### src/rtl/cla_add_scheduler.sv
// rtl/cla_add_scheduler.sv - round-robin scheduler sharing one 16-bit CLA adder for multi-word add/sub
// Optional adder self-check enabled by defining CLA_SCHED_CHECK_EN.
module cla_add_scheduler #(
    parameter int NREQ   = 2,
    parameter int NWORDS = 2,
    parameter int IDW    = 1
) (
    input  logic                        clk,
    input  logic                        rst_n,
    input  logic [NREQ-1:0]             req_valid,
    output logic [NREQ-1:0]             req_ready,
    input  logic [NREQ*16*NWORDS-1:0]   req_a,
    input  logic [NREQ*16*NWORDS-1:0]   req_b,
    input  logic [NREQ-1:0]             req_sub,
    output logic [15:0]                 adder_a,
    output logic [15:0]                 adder_b,
    output logic                        adder_cin,
    input  logic [15:0]                 adder_sum,
    input  logic                        adder_cout,
    output logic                        rsp_valid,
    input  logic                        rsp_ready,
    output logic [IDW-1:0]              rsp_id,
    output logic [16*NWORDS-1:0]        rsp_sum,
    output logic                        rsp_cout,
    output logic                        rsp_ovf,
    output logic                        busy,
    output logic                        chk_err
);
    localparam int W  = 16 * NWORDS;
    localparam int PW = (NREQ > 1) ? $clog2(NREQ) : 1;
    localparam int KW = (NWORDS > 1) ? $clog2(NWORDS) : 1;

    typedef enum logic [1:0] {IDLE, EXEC, RESP} state_t;

    state_t          state;
    logic [PW-1:0]   rr_ptr;
    logic [KW-1:0]   widx;
    logic [W-1:0]    a_reg;
    logic [W-1:0]    b_reg;
    logic [W-1:0]    res_reg;
    logic            sub_reg;
    logic            carry_reg;
    logic [IDW-1:0]  id_reg;

    logic            found;
    logic [PW-1:0]   win;
    logic [PW:0]     rot;

    // Scan requesters starting at the RR pointer, wrapping modulo NREQ.
    always_comb begin
        found = 1'b0;
        win   = '0;
        rot   = '0;
        for (int i = 0; i < NREQ; i++) begin
            rot = {1'b0, rr_ptr} + (PW+1)'(i);
            if (rot >= (PW+1)'(NREQ)) begin
                rot = rot - (PW+1)'(NREQ);
            end
            if (!found && req_valid[rot[PW-1:0]]) begin
                found = 1'b1;
                win   = rot[PW-1:0];
            end
        end
    end

    always_comb begin
        req_ready = '0;
        if (state == IDLE && found) begin
            req_ready[win] = 1'b1;
        end
    end

    always_comb begin
        adder_a   = '0;
        adder_b   = '0;
        adder_cin = 1'b0;
        if (state == EXEC) begin
            adder_a   = a_reg[widx*16 +: 16];
            adder_b   = b_reg[widx*16 +: 16];
            adder_cin = (widx == '0) ? sub_reg : carry_reg;
        end
    end

    assign rsp_valid = (state == RESP);
    assign busy      = (state != IDLE);
    assign rsp_sum   = res_reg;
    assign rsp_cout  = carry_reg;
    assign rsp_id    = id_reg;
    // b_reg already holds the inverted operand for subtract, so one rule covers both.
    assign rsp_ovf   = (a_reg[W-1] == b_reg[W-1]) && (res_reg[W-1] != a_reg[W-1]);

    always_ff @(posedge clk or negedge rst_n) begin
        if (!rst_n) begin
            state     <= IDLE;
            rr_ptr    <= '0;
            widx      <= '0;
            a_reg     <= '0;
            b_reg     <= '0;
            res_reg   <= '0;
            sub_reg   <= 1'b0;
            carry_reg <= 1'b0;
            id_reg    <= '0;
        end else begin
            case (state)
                IDLE: begin
                    if (found) begin
                        a_reg   <= req_a[win*W +: W];
                        b_reg   <= req_sub[win] ? ~req_b[win*W +: W] : req_b[win*W +: W];
                        sub_reg <= req_sub[win];
                        id_reg  <= IDW'(win);
                        rr_ptr  <= (win == PW'(NREQ-1)) ? '0 : win + 1'b1;
                        widx    <= '0;
                        state   <= EXEC;
                    end
                end
                EXEC: begin
                    res_reg[widx*16 +: 16] <= adder_sum;
                    carry_reg              <= adder_cout;
                    if (widx == KW'(NWORDS-1)) begin
                        state <= RESP;
                    end else begin
                        widx <= widx + 1'b1;
                    end
                end
                RESP: begin
                    if (rsp_ready) begin
                        state <= IDLE;
                    end
                end
                default: state <= IDLE;
            endcase
        end
    end

`ifdef CLA_SCHED_CHECK_EN
    logic [16:0] model_sum;
    logic        mismatch;
    logic        chk_sticky;

    assign model_sum = {1'b0, adder_a} + {1'b0, adder_b} + {16'd0, adder_cin};
    assign mismatch  = (state == EXEC) && (model_sum != {adder_cout, adder_sum});
    // Flag visible in the offending cycle, then held until reset.
    assign chk_err   = chk_sticky | mismatch;

    always_ff @(posedge clk or negedge rst_n) begin
        if (!rst_n) begin
            chk_sticky <= 1'b0;
        end else if (mismatch) begin
            chk_sticky <= 1'b1;
        end
    end
`else
    assign chk_err = 1'b0;
`endif

endmodule

### config.mk
export PLATFORM = sky130hd
export DESIGN_NAME = cla_add_scheduler
export DESIGN_NICKNAME = d
export VERILOG_FILES = /design/src/rtl/cla_add_scheduler.sv
export SDC_FILE = /design/constraint.sdc
export NUM_CORES = 1
export LEC_CHECK = 0
export ABC_CLOCK_PERIOD_IN_PS = 4700
export BUFFER_PORTS_ARGS = -buffer_cell sky130_fd_sc_hd__clkbuf_2
export CAP_MARGIN = 40
export CORE_AREA = 5 5 144 146
export CTS_CLUSTER_SIZE = 10
export DETAILED_ROUTE_END_ITERATION = 12
export DIE_AREA = 0 0 149 151
export PLACE_DENSITY_LB_ADDON = 0.12
export SLEW_MARGIN = 20
export SYNTH_ARGS = -nofsm -noshare
export SYNTH_HDL_FRONTEND = slang
export SYNTH_SLANG_ARGS = --single-unit
### constraint.sdc
create_clock -name clk -period 4.7 [get_ports clk]
set_clock_uncertainty 0.2 [all_clocks]
set_input_delay 0.235 -clock clk [delete_from_list [all_inputs] [get_ports clk]]
set_output_delay 0.235 -clock clk [all_outputs]
set_load 0.1 [all_outputs]
# ---- Yosys cells after proc, flatten, opt, wreduce, memory -nomap -nowiden
# Cells that the tools add are included.
# W data, S select, Z words.
dict set report op_classes {
  addsub 6
  order_cmp 6
  eq_ne 7
  shifts 6
  mux 29
  bitwise 1
  reduce_logical 11
}
# operator count
set ops {}
lappend ops {{$shiftx A64 B7 Y32} 2}
lappend ops {{$shiftx A32 B6 Y16} 2}
lappend ops {{$neg A5 Y34} 1}
lappend ops {{$shift A16 B34 Y32 const A} 1}
lappend ops {{$shiftx A16 B34 Y32} 1}
lappend ops {{$bwmux W32} 1}
lappend ops {{$mux W16} 2}
lappend ops {{$mux W32} 1}
lappend ops {{$not A32 Y32} 1}
lappend ops {{$mux W1} 18}
lappend ops {{$mux W2} 4}
lappend ops {{$lt A1 B2 Y1 const B} 3}
lappend ops {{$pmux W2 S3} 1}
lappend ops {{$logic_and A1 B1 Y1} 4}
lappend ops {{$ne A2 B2 Y1 const B} 2}
lappend ops {{$reduce_and A2 Y1} 2}
lappend ops {{$reduce_bool A2 Y1} 2}
lappend ops {{$reduce_and A3 Y1} 1}
lappend ops {{$add A1 B1 Y1 const B} 2}
lappend ops {{$add A1 B1 Y2 const B} 1}
lappend ops {{$eq A2 B1 Y1 const B} 1}
lappend ops {{$eq A2 B2 Y1 const B} 1}
lappend ops {{$ge A1 B2 Y1 const B} 1}
lappend ops {{$ge A2 B2 Y1 const B} 1}
lappend ops {{other kinds (9)} 10}
dict set report totals {
  regBits 103
}

# ---- Logic depth before layout (Yosys ltp)
# Gate-level depths: netlist of run 1.
dict set report logic_depth {
  ltp_word 13
  depth_mapped 6
  depth_no_buf 4
}

# ---- Worst setup path after synthesis of run 1
# Ideal clock, no wire load.
dict set report synth_path {
  path_kind {register -> output}
  start {reg res_reg[31] (netlist: rsp_sum[31])}
  end {out rsp_ovf}
  arrival_time_ns 3.018
  setup_slack_ns 1.247
  stages_incl_launch_ff 2
  n_path_buf 0
  path_cell_list {dfrtp_1 > o21ai_0}
}
dict set report synth_between {
  elab_chain_cells 2
}
# element line
set synth_lines {}
lappend synth_lines {{from (decl)} 40} ;# logic [W-1:0] res_reg;
lappend synth_lines {{from (signal, indexed assignment)} 117} ;# res_reg[widx*16 +: 16] <= adder_sum;
lappend synth_lines {{$ne A1 B1 Y1} 90} ;# assign rsp_ovf = (a_reg[W-1] == b_reg[W-1]) && (res_reg[W-1] != a_reg[W-1]);
lappend synth_lines {{$logic_and A1 B1 Y1} 90}
lappend synth_lines {{to (decl)} 25} ;# output logic rsp_ovf,
# Every way passes these cells.

# ---- Worst setup path after layout of run 1
dict set report layout_path {
  start {reg state[1]}
  end {out req_ready[1]}
}
dict set report layout_between {
  elab_chain_cells 3
}
# element line
set layout_lines {}
lappend layout_lines {{from (decl)} 35} ;# state_t state;
lappend layout_lines {{from (signal assigned)} 94} ;# state <= IDLE;
lappend layout_lines {{from (signal assigned)} 113} ;# state <= EXEC;
lappend layout_lines {{from (signal assigned)} 120} ;# state <= RESP;
lappend layout_lines {{$logic_not A2 Y1} 68} ;# if (state == IDLE && found) begin
lappend layout_lines {{$logic_and A1 B1 Y1} 68}
lappend layout_lines {{$mux W2} 68}
lappend layout_lines {{to (decl)} 11} ;# output logic [NREQ-1:0] req_ready,
# Every way passes these cells.

==> results.yml, run 1 <==
routing:
  ant_nets: 0
  dr.pass1.iters: 4
  drc: 0
  vias: 5181
  drt_first_iter_violations: 208
  avgRoutedWirePerCell_um: 18.1
  finalWirelength_mm: 19.1
  via_per_inst: 4.89
logic_synthesis:
  synth-main-ff-cell: "dfrtp_1"
  synth-seq-cells: 103
  ys_top_cells_by_area: "dfrtp_1 (46%), xor2_1 (9.9%), a221o_1 (5.7%), a22o_1 (5.1%), a21boi_0 (4.2%)"
  synth_cells: 514
  synth_nets: 666
  synth.distinct_cells: 34
  syn_area_per_cell_um2: 11.0
  ys_seq_area_share_pct: 45.5
  synthArstFlopShare_pct: 100
  syn_area_um2: 5660
  synthTopCellsByCount: "dfrtp_1 (103), xor2_1 (64), o21ai_0 (35)"
  yosysTopAreaCell: "dfrtp_1"
  yosysMostFrequentCell: "dfrtp_1"
  synth_top_area_share_pct: 45.5
  synth_edf_count: 0
  ys_warn_count: 0
global_routing:
  grt_max_degree: 60
  gr-total-overflow: 0
  busiest_layer: "met2"
  grt_first_pass_wirelength_mm: 29.7
  grt_use_met2_pct: 27.5
  met1_usage_pct: 22.2
  use_met3_pct: 2.75
  antenna_found_initial: 0
  grt_usage_pct: 16.7
  grt_pass1_vias: 5558
layout:
  fin_nets: 941
  layout-area-overhead-vs-synth_pct: 44.8
  n_antenna_cell: 0
  drive_above_1_share_pct: 37.3
  instances_no_fill: 1059
cts:
  root_buffer: "clkbuf_16"
  cts_tree: "done"
  ctsLongestPathBuffers: 2
  cts_resized: 0
  cts.sinks: 103
  insertion_delay_ns: 0.35
  cts_inserted_buffers: 9
  path_clk_slew_ns: 0.07
  h-tree-depth: 3
placed_design:
  place_ws_ns: 1.60
  place.gp.congestion: 0.809
  numPortBuffers: 223
  dp_hpwl_mm: 13.2
  placed_cells: 957
timing:
  drv_slew: 0
  final.min_clock_period_ns: 3.45
  tns_ns: 0
  tightest_slew_ns: 0.788
  hold_viol: 0
  fin_ws_ns: 1.25
  fmaxAchievable_mhz: 290
  setup_viol: 0
  slew_headroom_pct: 47.5
  grt_setup_unrepaired: "no"
  hold_slack_ns: 0.0464
  fin_crit_sh_pct: 73.4
critical_path:
  max_stage_delay_ns: 0.63
  ff2ff_path_depth: 6
  crit_path_top_delay_cell: "nor2_4"
  cp_num_buf_inv: 3
  crit_chain: "nor2_4 -> inv_2 -> nor3_4 -> buf_4 -> clkbuf_2"
  cpLargestDelayFamily: "buffers and inverters"
  arrival_ns: 3.02
  path_depth: 5
  crit_path_end_kind: "output pin"
  path_class: "reg2out"
  r2r-end: "a_reg[15]"
  worst-path-max-fanout: 37
  timing.rr.start: "state[1]"
  worst-r2r-setup-slack_ns: 1.51
  required_ns: 4.26
  endpoint: "req_ready[1]"
  crit_path_start: "state[1]"
  setup.worst_path.start_class: "flop"
pwr:
  power.internal_mw: 3.03
  p_comb_share_pct: 65.0
  seqPwrFrac_pct: 23.4
  p_sw_mw: 3.87
  ir_drop_v: 0.000258
  sw_frac_of_total_pct: 56.1
  power_density_nw_per_um2: 841
  pwr-share-clk_pct: 11.6
  p_leak_nw: 3.87
floorplan:
  rows: 51
  dieArea_um2: 22500
  die_w_um: 149
  start_util_pct: 29.4
  die_h_um: 151
  ios: 225
  floorplan.core_area_um2: 19300
run_status:
  outcome: "completed"
flow_run:
  maxCapViolCount: 0
worst_hold_path:
  min_path_type: "in2reg"
## power groups by stage
stage	clock network (mW)	registers [mW]	logic, mW
after floorplan	0	2.64	2.41
after global placement	0	1.62	4.14
after detailed placement	0	1.62	4.20
after CTS	0.833	1.61	4.48
after global routing	0.866	1.66	4.68
final	0.803	1.61	4.48
## how the worst min path moves through the flow
stage / cells past startpoint / endpoint / start
final: 4 / b_reg[30] / req_b[30]
after global routing: 4 / b_reg[10] / req_b[10]
after CTS: 4 / b_reg[30] / req_b[30]
after detailed placement: 1 / a_reg[20] / rst_n
after global placement: 1 / a_reg[21] / rst_n
after floorplan: 0 / a_reg[0] / rst_n
## routing by layer
metal	routed length, µm	vias up
li1	-	2457
met4	468	0
met1	8800	2514
met3	922	28
met5	0	-
met2	8940	182
## worst register-to-register path: stages (launching register included)
cell and delay (ns):
dfrtp_1 0.42, nor2_4 0.63, inv_2 0.45, nor3_4 0.25
buf_4 0.39, a221o_1 0.24, dlygate4sd3_1 0.56
## layout by cell type, fill, tap and decap left out, drive strengths merged
cell type	count
or2	1
nor2	4
buf	16
conb	1
clkbuf	232
bufinv	2
mux2	33
o31ai	32
nor3	33
a221o	32
nor2b	2
nand2	4
o21ai	35
or3b	1
clkinv	2
xor2	64
dfrtp	103
a41oi	1
and2	1
inv	3
a21boi	32
nand2b	3
and2b	1
a22o	33
a21o	2
dlygate4sd3	83
a21oi	35
nand3	1
clkinvlp	2
## stage by stage
stage	utilization (%)	cell area [µm²]	power [mW]
floorplan	-	5660	5.05
global placement	35.6	6860	5.76
detailed placement	36.2	6970	5.82
CTS	42.1	8120	6.92
global route	42.5	8200	7.21
finish	42.5	8200	6.89
## layout make-up
| type | count | area (µm²) |
|---|---|---|
| Timing Repair Buffer | 321 | 2190 |
| Clock inverter | 6 | 85.1 |
| Multi-Input combinational cell | 351 | 2770 |
| Tap cell | 265 | 332 |
| Fill cell | 1909 | 11100 |
| Inverter | 3 | 11.3 |
| Clock buffer | 10 | 229 |
| Sequential cell | 103 | 2580 |
## cell families after synthesis
kind of cell	share of synthesized area, %
buf+inv	5.64
other cells	0.0662
flops	45.5
compound gates	26.1
mux	7.62
xor+xnor	9.90
simple gates	5.19
## what timing repair did
action,4_1_cts,5_1_grt
hold buffers,83,0
buffers inserted,0,0
hold endpoints to repair,110,0
No activity file was read; power rests on OpenSTA's default activity.
==> run 2, diff against run 1 <==
Settings changed: ABC_CLOCK_PERIOD_IN_PS 4700 to 2800.
Clock period 4.7 ns to 2.8 ns, I/O delays scaled along.
==> results.yml, run 2 (synthesis results as in run 1) <==
floorplan:
  ios: 225
  dieArea_um2: 22500
  floorplan.core_area_um2: 19300
  die_h_um: 151
  rows: 51
  start_util_pct: 29.4
  die_w_um: 149
timing:
  drv_slew: 0
  hold_viol: 0
  tightest_slew_ns: 0.700
  fin_crit_sh_pct: 92.8
  grt_setup_unrepaired: "no"
  setup_viol: 0
  tns_ns: 0
  fmaxAchievable_mhz: 385
  hold_slack_ns: 0.0101
  final.min_clock_period_ns: 2.60
  slew_headroom_pct: 53.1
  fin_ws_ns: 0.203
pwr:
  ir_drop_v: 0.000628
  seqPwrFrac_pct: 21.8
  p_comb_share_pct: 68.7
  p_sw_mw: 6.68
  pwr-share-clk_pct: 9.5
  power.internal_mw: 5.85
  total_power_mw: 12.5
  power_density_nw_per_um2: 1380
  p_leak_nw: 4.17
  sw_frac_of_total_pct: 53.3
critical_path:
  arrival_ns: 2.68
  setup.worst_path.start_class: "flop"
  worst-path-max-fanout: 14
  path_class: "reg2reg"
  crit_chain: "or3b_1 -> a21oi_4 -> buf_4 -> a221o_1 -> dlygate4sd3_1"
  required_ns: 2.88
  crit_path_top_delay_cell: "dlygate4sd3_1"
  max_stage_delay_ns: 0.55
  cpLargestDelayFamily: "buffers and inverters"
  crit_path_end_kind: "flop"
  cp_num_buf_inv: 2
cts:
  path_clk_slew_ns: 0.07
  insertion_delay_ns: 0.34
  cts_tree: "done"
  cts.sinks: 103
  root_buffer: "clkbuf_16"
  post_cts_buffers: 0
  h-tree-depth: 3
  ctsLongestPathBuffers: 2
  cts_inserted_buffers: 9
layout:
  fin_nets: 993
  fin_util_pct: 47.1
  final_cell_mix: "clkbuf_2 (187), dlygate4sd3_1 (131), dfrtp_1 (103), xor2_1 (64), buf_12 (36)"
  drive_above_1_share_pct: 35.2
  layout-area-overhead-vs-synth_pct: 60.2
  mostFrequentLayoutCell: "clkbuf_2"
  fill_cells: 1824
  n_antenna_cell: 0
routing:
  vias: 5465
  dr.pass1.iters: 4
  via_per_inst: 4.92
  ant_nets: 0
  avgRoutedWirePerCell_um: 18.1
  finalWirelength_mm: 20.1
  drt_first_iter_violations: 246
  drc: 0
global_routing:
  antenna_found_initial: 0
  use_met3_pct: 3.47
  gr-total-overflow: 0
  busiest_layer: "met2"
  grt_pass1_vias: 5926
  grt_usage_pct: 17.7
  grt_use_met2_pct: 28.5
  grt_max_degree: 47
  grt_first_pass_wirelength_mm: 31.7
  met1_usage_pct: 24.0
placed_design:
  dp_hpwl_mm: 13.6
  place_ws_ns: 0.786
  place.gp.congestion: 0.823
  numPortBuffers: 223
flow_run:
  maxCapViolCount: 0
worst_hold_path:
  min_path_type: "in2reg"
run_status:
  outcome: "completed"
==> run 2: final cells by class <==
class                   instances  area (µm²)  area share (%)
repair buffers                373        3110            34.3
multi-input cells             351        2770            30.5
flip-flops and latches        103        2580            28.4
well taps                     265         332            3.66
clock buffers                  13         250            2.76
clock inverters                 3        18.8           0.207
inverters                       3        11.3           0.124
==> run 2: worst paths after layout <==
kind | start | end | slack (ns) | depth (start not counted)
setup reg to reg | state[1] | a_reg[18] | 0.20 | 5
hold / removal | req_b[49] | b_reg[17] | 0.01 | 4
max in group asynchronous | rst_n | b_reg[30] | 1.55 | 3
setup / recovery | state[1] | a_reg[18] | 0.20 | 5
hold reg to reg | rsp_id | rsp_id | 0.29 | 1
min in group asynchronous | rst_n | a_reg[21] | 0.13 | 2
==> run 2: repair_timing <==
item | in CTS | in global routing
resized for setup | 0 | 0
endpoints found under the setup margin | 0 | 0
hold endpoints to repair | 136 | 0
hold buffers | 131 | 0
==> run 2: metrics by stage <==
step	std cells	instance area (µm²)
3_3_place_gp	964	7490
6_report	1111	9070
3_5_place_dp	964	7490
4_1_cts	1111	9070
2_1_floorplan	514	5660
5_1_grt	1111	9070
==> run 2: tightest hold or removal path: stages <==
cell and delay, ns:
clkbuf_2 0.09, xor2_1 0.06, nor3_1 0.13, o31ai_1 0.10
==> run 2: power groups by stage <==
stage | clock network [mW] | logic [mW] | registers (mW)
6_report | 1.19 | 8.61 | 2.73
5_1_grt | 1.30 | 8.99 | 2.82
4_1_cts | 1.24 | 8.63 | 2.72
3_5_place_dp | 0 | 7.91 | 2.74
3_3_place_gp | 0 | 7.87 | 2.72
2_1_floorplan | 0 | 4.04 | 4.43
==> run 2: metal layers <==
metal | part of all wire [%] | wire [µm] | up-vias
met1 | 45 | 8940 | 2654
met4 | 2.0 | 399 | 0
li1 | - | - | 2552
met5 | 0 | 0 | -
met2 | 47 | 9480 | 234
met3 | 6.3 | 1260 | 25
==> run 3, diff against run 2 <==
Settings changed: CORE_AREA 5 5 144 146 to 5 5 171 123, DIE_AREA 0 0 149 151 to 0 0 176 128, GPL_TIMING_DRIVEN from default to 1.
==> results.yml, run 3 (synthesis results as in run 1) <==
routing:
  highest_layer: "met4"
  avgRoutedWirePerCell_um: 19.0
  wl_met3_um: 945
  via_per_inst: 5.02
  drc: 0
  drt_first_iter_violations: 326
  ant_nets: 0
  vias: 5477
  route.met2.wl_mm: 9.67
  finalWirelength_mm: 20.8
  wl_met1_mm: 9.73
  dr.pass1.iters: 4
global_routing:
  grt_usage_pct: 18.1
  antenna_found_initial: 0
  gr-total-overflow: 0
  grt_max_degree: 53
  grt_pass1_vias: 5694
  grt_first_pass_wirelength_mm: 32.4
critical_path:
  arrival_ns: 2.53
  cp_num_buf_inv: 1
  r2r-end: "b_reg[18]"
  max_stage_delay_ns: 0.60
  crit_path_top_delay_cell: "dlygate4sd3_1"
  setup.worst_path.start_class: "flop"
  crit_path_start: "state[1]"
  timing.rr.start: "state[1]"
  required_ns: 2.88
  ff2ff_path_depth: 4
  crit_path_end_kind: "flop"
  crit_chain: "nor2_4 -> nand2_2 -> o31ai_1 -> dlygate4sd3_1"
  cpLargestDelayFamily: "simple AND/OR/NAND/NOR gates"
  worst-r2r-setup-slack_ns: 0.35
  worst-path-max-fanout: 34
  path_class: "reg2reg"
timing:
  grt_setup_unrepaired: "no"
  slew_headroom_pct: 49.2
  fmaxAchievable_mhz: 408
  tns_ns: 0
  tightest_slew_ns: 0.759
  fin_crit_sh_pct: 87.6
  drv_slew: 0
  setup_viol: 0
  hold_viol: 0
  final.min_clock_period_ns: 2.45
floorplan:
  dieArea_um2: 22500
  floorplan.core_area_um2: 19400
  ios: 225
  die_w_um: 176
  start_util_pct: 29.2
  rows: 43
  die_h_um: 128
layout:
  layout-area-overhead-vs-synth_pct: 60.1
  fill_cells: 1834
  final_cell_mix: "clkbuf_2 (187), dlygate4sd3_1 (131), dfrtp_1 (103), xor2_1 (64), buf_12 (38)"
  drive_above_1_share_pct: 35.2
  mostFrequentLayoutCell: "clkbuf_2"
  instances_no_fill: 1090
  fin_nets: 990
  finalInstanceArea_um2: 9060
  n_antenna_cell: 0
placed_design:
  placed_cells: 943
  dp_hpwl_mm: 13.7
  place.gp.congestion: 0.761
  placed_cell_area_um2: 7470
  numPortBuffers: 223
run_status:
  outcome: "completed"
cts:
  insertion_delay_ns: 0.34
  root_buffer: "clkbuf_16"
  cts.sinks: 103
  cts_tree: "done"
  cts_inserted_buffers: 9
  path_clk_slew_ns: 0.08
  h-tree-depth: 3
  ctsLongestPathBuffers: 2
  cts.hold.buffers_added: 131
  post_cts_buffers: 0
  cts_resized: 0
pwr:
  ir_drop_v: 0.000572
  p_leak_nw: 4.16
  power_density_nw_per_um2: 1400
flow_run:
  maxCapViolCount: 0
worst_hold_path:
  min_path_type: "in2async"
[run 3: worst register-to-register path: stages, from the launching register on]
cell and delay, ns:
dfrtp_1 0.43, nor2_4 0.23, nand2_2 0.48, o31ai_1 0.46, dlygate4sd3_1 0.60
[run 3: through the flow]
step	utilization [%]	power (mW)	worst slack (ns)	hold slack [ns]
2_1_floorplan	-	8.47	0.202	-0.356
3_3_place_gp	38.6	10.6	0.841	-0.163
3_5_place_dp	38.6	10.7	0.823	-0.159
4_1_cts	46.8	12.7	0.384	0.00185
5_1_grt	46.8	13.2	0.251	0.00737
6_report	46.8	12.7	0.348	0.0120
[run 3: worst max-delay path by stage]
stage                   to  slack, ns  cells past startpoint
4_1_cts          a_reg[24]       0.38                      5
2_1_floorplan      rsp_ovf       0.20                      1
6_report         b_reg[18]       0.35                      4
5_1_grt          b_reg[18]       0.25                      4
3_3_place_gp   adder_a[11]       0.84                      5
3_5_place_dp    adder_a[3]       0.82                      5
[run 3: cell type report]
cell class                      instances  area (µm²)  area share [%]
Clock buffer                           10         229            2.53
Tap cell                              247         309            3.41
Clock inverter                          6        55.1           0.607
Sequential cell                       103        2580            28.4
Inverter                                3        11.3           0.124
Multi-Input combinational cell        351        2770            30.6
Timing Repair Buffer                  370        3110            34.3
[run 3: routing by layer]
metal | vias to the layer above | track usage, %
li1 | 2557 | -
met1 | 2703 | 25.6
met2 | 189 | 28.6
met3 | 28 | 3.80
met4 | 0 | 4.45
met5 | - | 0
[run 3: power by group]
part / switching, mW / internal, mW / leakage [nW] / total, mW
Combinational: 5.64 / 3.00 / 2.79 / 8.64
Clock: 0.607 / 0.621 / 0.133 / 1.23
Sequential: 0.547 / 2.25 / 1.24 / 2.79
